## src/rtl/receptor_medida_ascii.sv

```systemverilog
// Purpose: UART receiver and parser for "CCC,DDD#" ASCII frames, decoded to BCD angle and distance.
// Latency: angulo/distancia/pronto update 2 cycles after the clock edge that samples STOP2 of the '#'.
// Backpressure: none; the serial line cannot be stalled, and outputs hold until the next valid frame.
module receptor_medida_ascii #(
  parameter int CICLOS_BIT     = 434,
  parameter int PARIDADE_IMPAR = 1
) (
  input  logic        clock,
  input  logic        reset,
  input  logic        entrada_serial,
  output logic [11:0] angulo,
  output logic [11:0] distancia,
  output logic        pronto,
  output logic        erro_quadro,
  output logic [3:0]  db_estado
);

  localparam int MEIO = CICLOS_BIT / 2;
  localparam int CW   = $clog2(CICLOS_BIT);

  typedef enum logic [3:0] {
    ESPERA   = 4'd0,
    INICIO   = 4'd1,
    DADOS    = 4'd2,
    PARIDADE = 4'd3,
    STOP1    = 4'd4,
    STOP2    = 4'd5,
    FIM      = 4'd6
  } estado_t;

  estado_t estado, prox;

  logic          sinc1, linha;
  logic [CW-1:0] cnt;
  logic [2:0]    nbits;
  logic [6:0]    dado;
  logic          bit_par, bit_stop1, bit_stop2;
  logic          quebra;
  logic          fim_meio, fim_bit;
  logic          paridade_ok;
  logic          char_ok, char_bad;
  logic          ok_q, bad_q;
  logic [6:0]    dat_q;

  logic [2:0]    idx;
  logic          resync;
  logic          casa;
  logic [11:0]   sh_a, sh_d;

  assign fim_meio = (cnt == CW'(MEIO - 1));
  assign fim_bit  = (cnt == CW'(CICLOS_BIT - 1));
  assign paridade_ok = ((^{dado, bit_par}) == (PARIDADE_IMPAR != 0));

  // Two-flop synchronizer; idles high so reset does not look like a start bit.
  always_ff @(posedge clock or negedge reset) begin
    if (!reset) begin
      sinc1 <= 1'b1;
      linha <= 1'b1;
    end else begin
      sinc1 <= entrada_serial;
      linha <= sinc1;
    end
  end

  // Receiver state register.
  always_ff @(posedge clock or negedge reset) begin
    if (!reset) estado <= ESPERA;
    else        estado <= prox;
  end

  // Receiver next-state: a break (stop sampled low) blocks new starts until the line returns high.
  always_comb begin
    prox = estado;
    unique case (estado)
      ESPERA:   if (!linha && !quebra) prox = INICIO;
      INICIO:   if (fim_meio) prox = linha ? ESPERA : DADOS;
      DADOS:    if (fim_bit && nbits == 3'd6) prox = PARIDADE;
      PARIDADE: if (fim_bit) prox = STOP1;
      STOP1:    if (fim_bit) prox = STOP2;
      STOP2:    if (fim_bit) prox = FIM;
      FIM:      prox = ESPERA;
      default:  prox = ESPERA;
    endcase
  end

  // Receiver outputs: character verdict only during the single FIM cycle.
  always_comb begin
    char_ok   = 1'b0;
    char_bad  = 1'b0;
    db_estado = estado;
    if (estado == FIM) begin
      char_ok  = bit_stop1 && bit_stop2 && paridade_ok;
      char_bad = !(bit_stop1 && bit_stop2 && paridade_ok);
    end
  end

  // Bit timing counter, data shifter and framing samples.
  always_ff @(posedge clock or negedge reset) begin
    if (!reset) begin
      cnt       <= '0;
      nbits     <= '0;
      dado      <= '0;
      bit_par   <= 1'b0;
      bit_stop1 <= 1'b0;
      bit_stop2 <= 1'b0;
      quebra    <= 1'b0;
    end else begin
      if (estado != prox || (estado == DADOS && fim_bit) ||
          estado == ESPERA || estado == FIM)
        cnt <= '0;
      else
        cnt <= cnt + CW'(1);

      if (estado != DADOS)
        nbits <= '0;
      else if (fim_bit)
        nbits <= nbits + 3'd1;

      if (estado == DADOS && fim_bit)    dado      <= {linha, dado[6:1]};
      if (estado == PARIDADE && fim_bit) bit_par   <= linha;
      if (estado == STOP1 && fim_bit)    bit_stop1 <= linha;
      if (estado == STOP2 && fim_bit)    bit_stop2 <= linha;

      if (estado == FIM && !bit_stop2)   quebra <= 1'b1;
      else if (estado == ESPERA && linha) quebra <= 1'b0;
    end
  end

  // Register the character verdict and data, giving the parser a clean one-cycle event.
  always_ff @(posedge clock or negedge reset) begin
    if (!reset) begin
      ok_q  <= 1'b0;
      bad_q <= 1'b0;
      dat_q <= '0;
    end else begin
      ok_q  <= char_ok;
      bad_q <= char_bad;
      if (estado == FIM) dat_q <= dado;
    end
  end

  // Expected character for the current frame position.
  always_comb begin
    casa = 1'b0;
    case (idx)
      3'd3:    casa = (dat_q == 7'h2C);
      3'd7:    casa = (dat_q == 7'h23);
      default: casa = (dat_q >= 7'h30) && (dat_q <= 7'h39);
    endcase
  end

  // Frame parser: digits go to shadow registers; outputs only change on a complete frame.
  always_ff @(posedge clock or negedge reset) begin
    if (!reset) begin
      idx         <= '0;
      resync      <= 1'b0;
      sh_a        <= '0;
      sh_d        <= '0;
      angulo      <= '0;
      distancia   <= '0;
      pronto      <= 1'b0;
      erro_quadro <= 1'b0;
    end else begin
      pronto      <= 1'b0;
      erro_quadro <= 1'b0;
      if (ok_q || bad_q) begin
        if (resync) begin
          if (ok_q && dat_q == 7'h23) resync <= 1'b0;
        end else if (ok_q && casa) begin
          case (idx)
            3'd0: sh_a[11:8] <= dat_q[3:0];
            3'd1: sh_a[7:4]  <= dat_q[3:0];
            3'd2: sh_a[3:0]  <= dat_q[3:0];
            3'd4: sh_d[11:8] <= dat_q[3:0];
            3'd5: sh_d[7:4]  <= dat_q[3:0];
            3'd6: sh_d[3:0]  <= dat_q[3:0];
            default: ;
          endcase
          if (idx == 3'd7) begin
            angulo    <= sh_a;
            distancia <= sh_d;
            pronto    <= 1'b1;
            idx       <= '0;
          end else begin
            idx <= idx + 3'd1;
          end
        end else begin
          // A rejected '#' is itself the resync point, so no hunt is needed.
          erro_quadro <= 1'b1;
          idx         <= '0;
          resync      <= !(ok_q && dat_q == 7'h23);
        end
      end
    end
  end

endmodule

```

## config.mk

```make
export PLATFORM = sky130hd
export DESIGN_NAME = receptor_medida_ascii
export DESIGN_NICKNAME = d
export VERILOG_FILES = /design/src/rtl/receptor_medida_ascii.sv
export SDC_FILE = /design/constraint.sdc
export NUM_CORES = 1
export LEC_CHECK = 0
export BUFFER_PORTS_ARGS = -buffer_cell sky130_fd_sc_hd__buf_2
export CORE_UTILIZATION = 45
export DETAILED_ROUTE_END_ITERATION = 10
export PLACE_DENSITY = 0.6
export SYNTH_ARGS = -nofsm -noshare
export SYNTH_HDL_FRONTEND = slang
export SYNTH_SLANG_ARGS = --single-unit
```

## constraint.sdc

```tcl
create_clock -name clock -period 4.17 [get_ports clock]
set_input_delay 0.6255 -clock clock [delete_from_list [all_inputs] [get_ports clock]]
set_output_delay 0.6255 -clock clock [all_outputs]
set_load 0.1 [all_outputs]
```

; Word-level counts from Yosys, hierarchy flattened
; Cells that the tools add are included.
[word_totals]
regBits = 92
latch_bits = 0
ram_bits = 0
romBits = 0
in_bits = 3
output_inout_bits = 30
n_memories = 0
[op_classes]
n_addsub = 3
mul = 0
n_div = 0
magnitude_cmp = 2
eq_ne = 20
n_shift = 0
n_mux = 28
bitwise_logic = 1
reduce_logical = 35
[ops]
columns = op, count
row1 = $reduce_and 4->1, 7
row2 = $mux 4, 6
row3 = $pmux 4 s6, 1
row4 = $eq 3x3->1 const B, 5
row5 = $eq 7x6->1 const B, 2
row6 = $mux 1, 14
row7 = $logic_and 1x1->1, 13
row8 = $eq 4x3->1 const B, 3
row9 = $mux 3, 4
row10 = $add 9x1->9 const B, 1
row11 = $eq 9x8->1 const B, 1
row12 = $eq 9x9->1 const B, 1
row13 = $mux 9, 1
row14 = $eq 4x2->1 const B, 2
row15 = $reduce_xor 8->1, 1
row16 = $ge 7x6->1 const B, 1
row17 = $le 7x6->1 const B, 1
row18 = $add 3x1->3 const B, 2
row19 = $eq 3x2->1 const B, 2
row20 = $logic_not 1->1, 5
row21 = $eq 4x1->1 const B, 1
row22 = $logic_not 4->1, 1
row23 = $logic_or 1x1->1, 4
row24 = $ne 4x2->1 const B, 1
row25 = other kinds (8), 9

; Logic depth before layout (Yosys ltp)
[depth]
ltp_word = 9
ltp_mapped = 8

; Worst setup path before layout
; No wires, ideal clock.
[synth_timing]
kind = register to register
start = register estado[1], in the netlist db_estado[1]
end = register dado[0]
arrival_ns = 2.088
slack_ns = 1.958
stages_incl_launch_ff = 5
n_path_buf = 1
synth_period_minus_slack_ns = 2.212
path_cell_list = dfrtp_1 -> clkbuf_1 -> nor2b_1 -> nand3_1 -> mux2_2
[synth_via]
elab_chain_len = 2
[synth_lines]
columns = element, line_no
row1 = "start, declared", 31  ; estado_t estado, prox;
row2 = "start signal, assigned", 68  ; else estado <= prox;
row3 = $eq 4x2->1, 119  ; if (estado == DADOS && fim_bit) dado <= {linha, dado[6:1]};
row4 = $logic_and 1x1->1, 119
row5 = "end signal, assigned", 119
row6 = "end, declared", 36  ; logic [6:0] dado;
; No other way between the ends.
; A chain may end at the register's enable or synchronous reset.

; Final worst setup path
[layout_timing]
start = register idx[0]
end = register distancia[1]
[layout_via]
elab_chain_len = 4
[layout_lines]
columns = element, line_no
row1 = "start, declared", 45  ; logic [2:0] idx;
row2 = "start signal, assigned", 185  ; idx <= idx + 3'd1;
row3 = $eq 3x3->1 / $eq 3x2->1 (equally long branches), "145, 179"
row4 = $pmux 1 s2, 145  ; case (idx)
row5 = $logic_and 1x1->1, 169  ; end else if (ok_q && casa) begin
row6 = $reduce_and 4->1 (no source line) *, n/a
row7 = "end signal, assigned", 160  ; distancia <= '0;
row8 = "end signal, assigned", 181  ; distancia <= sh_d;
row9 = "end, declared", 12  ; output logic [11:0] distancia,
; Mark *: on every way between the ends. The rest lies on a longest branch, timed or not.

==> out/qor.tcl <==
set qor(run_status) {finished, violations left}
set qor(failed_checks) {design-rule violations}
set qor(number_of_synthesized_register_bits) 92
set qor(numPlacedInstances) 452
set qor(crit_path_max_incr_delay_ns) 0.45
set qor(cp.buffers_inverters) 0
set qor(post-route-min-period_ns) 2.47
set qor(yosys_most_used_dff) {dfrtp_1}
set qor(clock_sink_count) 92
set qor(hold_path_class) {in -> async}
set qor(top_library_cells_by_usage_in_the_layout_fill_and_taps_aside) {dfrtp_1, mux2_2, nand2_1, buf_2}
set qor(r2r_start) {idx[0]$_DFFE_PN0P_}
set qor(post-route-worst-setup-slack_ns) 1.70
set qor(die_width_um) 97.7
set qor(clockBufferDepth) 2
set qor(chipHeight_um) 97.7
set qor(worstPathCellList) {ha_1, ha_1, and3_1, o31a_1, nand3_4, mux2_2}
set qor(crit_start) {idx[0]$_DFFE_PN0P_}
set qor(finish.net_count) 370
set qor(drt_first_pass_iters) 7
set qor(crit_path_top_delay_cell) {dfrtp_1}
set qor(whs_ns) 0.336
set qor(place.gp.congestion) 0.851
set qor(element_type_at_the_critical_path_end) {flip-flop}
set qor(initial_antenna_violation_count) 0
set qor(grt_use_total_pct) 15.4
set qor(setup-tns-final_ns) 0
set qor(final_max_slew_viol_count) 0
set qor(clock_skew_ns) 0.00797
set qor(areaGrowthSynthToFinish_pct) 9.71
set qor(dp.final_hpwl_mm) 4.56
set qor(setup_violations) 0
set qor(setup.worst_path.start_class) {flip-flop}
set qor(number_of_drc_violations_after_detailed_routing) 3
set qor(critPathRequiredTime_ns) 4.41
set qor(seqCellArea_um2) 2300
set qor(power.share.sequential_pct) 61.2
set qor(io_pins) 33
set qor(power.internal_w) 0.00112
set qor(initial_core_util_pct) 46.8
set qor(num-fill-cells) 799
set qor(multi_input_combinational_cell_area_um2) 1690
set qor(global_route.overflow_total) 0
set qor(post_route_cells_drive_above_1_share_pct) 30.9
set qor(synth_top_cell_area_share_pct) 54.6
set qor(power.static_leakage_nw) 2.32
set qor(yosys.area.top_type) {dfrtp_1}
set qor(path_max_fanout) 25
set qor(grt_start_max_net_pins) 64
set qor(async_reset_ff_share_pct) 100
set qor(ctsHoldBuffers) 0
set qor(layout_commonest_cell) {dfrtp_1}
set qor(synth_edf_count) 0
set qor(finalCritPeriodShare_pct) 59.1
set qor(timing_worst_slew_pin_value_ns) 0.777
set qor(r2r.worst_path.cells) 6
set qor(crit_path_depth) 6
set qor(coreArea_um2) 8810
set qor(clockRootBuffer) {clkbuf_8}
set qor(synth.area.top_cells) {dfrtp_1, mux2_2, mux2_4}
set qor(power.share.clock_pct) 36.0
set qor(yosysSeqAreaShare_pct) 55.9
set qor(final-hold-violation-count) 0
set qor(count_of_cells_resized_by_post_cts_repair) 0
set qor(combinationalPowerShare_pct) 2.8
set qor(first_global_vias) 2406
set qor(ir_drop_mv) 0.221
set qor(power_switching_share_pct) 23.8
set qor(worst_slew_margin_rel_pct) 48.2
set qor(post-layout-total-power_w) 0.00147
set qor(power.density_cell_area_nw_per_um2) 325
set qor(max_cap_viol_count) 0
set qor(fp.dieArea_um2) 9550
set qor(synth-warning-count) 0
set qor(avgRoutedWirePerCell_um) 14.3
set qor(io_buffer_count) 32
set qor(ant_nets) 0
set qor(routed_wirelength_mm) 6.67
set qor(postSynthAreaPerCell_um2) 12.8
set qor(critPathArrivalTime_ns) 2.71
set qor(mappedNetlistNets) 337
set qor(timing.fmax_ghz) 0.405
set qor(diode_insertion_count_for_antenna_repair) 0
set qor(insertion_delay_ns) 0.35
set qor(drt-vias-per-instance) 5.22
set qor(rows) 34
set qor(grt_setup_unrepaired) {false}
set qor(synth.cell_area_um2) 4120
set qor(power.net_switching_w) 0.000350
set qor(place_worst_setup_slack_ns) 1.68
set qor(num_vias) 2440
set qor(ctsHtreeMaxLevel) 3
set qor(tritoncts.num_buffers) 9
set qor(netlist-cell-type-count) 51
set qor(crit_family) {simple AND/OR/NAND/NOR gates}
set qor(tritoncts_clock_tree) {built}
set qor(setup_cp_type) {reg -> reg}
set qor(stdcell_count) 467
set qor(synthCells) 322
set qor(global_route_wire_length_before_repair_mm) 11.6
set qor(drt_first_iter_violations) 99
set qor(critPathMostFrequentCell) {ha_1}
set qor(postCtsSetupBuffers) 0
set qor(clk_pin_slew_worst_setup_hold_paths_ns) 0.09
[power by group through the flow]
stage               Combinational (W)  Sequential (W)  Clock [W]
finish                      0.0000410        0.000900   0.000529
global placement            0.0000425        0.000918          0
CTS                         0.0000429        0.000900   0.000557
floorplan                   0.0000122        0.000924          0
global route                0.0000469        0.000901   0.000592
detailed placement          0.0000427        0.000918          0
[stage by stage]
| step | area, um2 | utilization, % |
|---|---|---|
| global placement | 4350 | 49.4 |
| global route | 4520 | 51.4 |
| floorplan | 4120 | - |
| finish | 4520 | 51.4 |
| detailed placement | 4350 | 49.4 |
| CTS | 4520 | 51.4 |
[cell type report]
class	instances	area share (%)
flip-flops and latches	92	50.9
multi-input cells	206	37.4
repair buffers	33	3.76
well taps	108	2.99
clock buffers	9	2.74
clock inverters	6	1.08
inverters	13	1.08
[sequential cells by signal (all words and copies together) (netlist names), 3 cells and up]
name and count:
angulo 12, dat_q 7, sh_a 12, dado 7
nbits 3, sh_d 12, db_estado 4, idx 3
distancia 12, cnt 9
[metal layers]
metal / GRT usage, % / vias up / share of wire (%)
met5: 0 / - / 0
met4: 4.20 / 0 / 0.57
met3: 4.94 / 4 / 3.4
met2: 24.3 / 46 / 48
met1: 20.5 / 1204 / 48
li1: - / 1186 / -
[cell usage after synthesis, types with 2 or more instances]
master / instances
dfrtp_1: 90
buf_8: 2
nand3b_1: 2
o22ai_1: 2
mux2i_1: 3
dfstp_2: 2
buf_2: 2
inv_1: 12
nand3_1: 8
or3_1: 2
ha_1: 12
mux2_4: 19
xor2_1: 5
clkbuf_1: 5
nor2b_1: 3
nor3b_1: 2
nor2_1: 19
and3_1: 2
nand2_1: 33
a21oi_1: 4
nor3_1: 5
nand4b_1: 2
mux2_2: 38
xnor2_1: 11
nand4_1: 5
o21ai_0: 7
[final timing paths]
check	end	slack [ns]
min in group clock	linha$_DFF_PN1_	0.36
min reg2reg	linha$_DFF_PN1_	0.36
max	distancia[1]$_DFFE_PN0P_	1.70
min	distancia[8]$_DFFE_PN0P_	0.34
max reg2reg	distancia[1]$_DFFE_PN0P_	1.70
max in group asynchronous	linha$_DFF_PN1_	2.90
[logic make-up (layout without fill, tap and decap cells)]
kind of cell,Yosys count,in the layout,synth area share [%]
AOI/OAI and AO/OA,23,23,3.61
xor gates and xnor gates,16,16,3.40
adders and majority gates,12,12,3.64
buffers and inverters,24,61,3.06
DFF,92,92,55.9
muxes,61,61,18.3
other,1,1,0.0909
and+or+nand+nor,93,93,12.0
(Power assumes the default switching activity.)
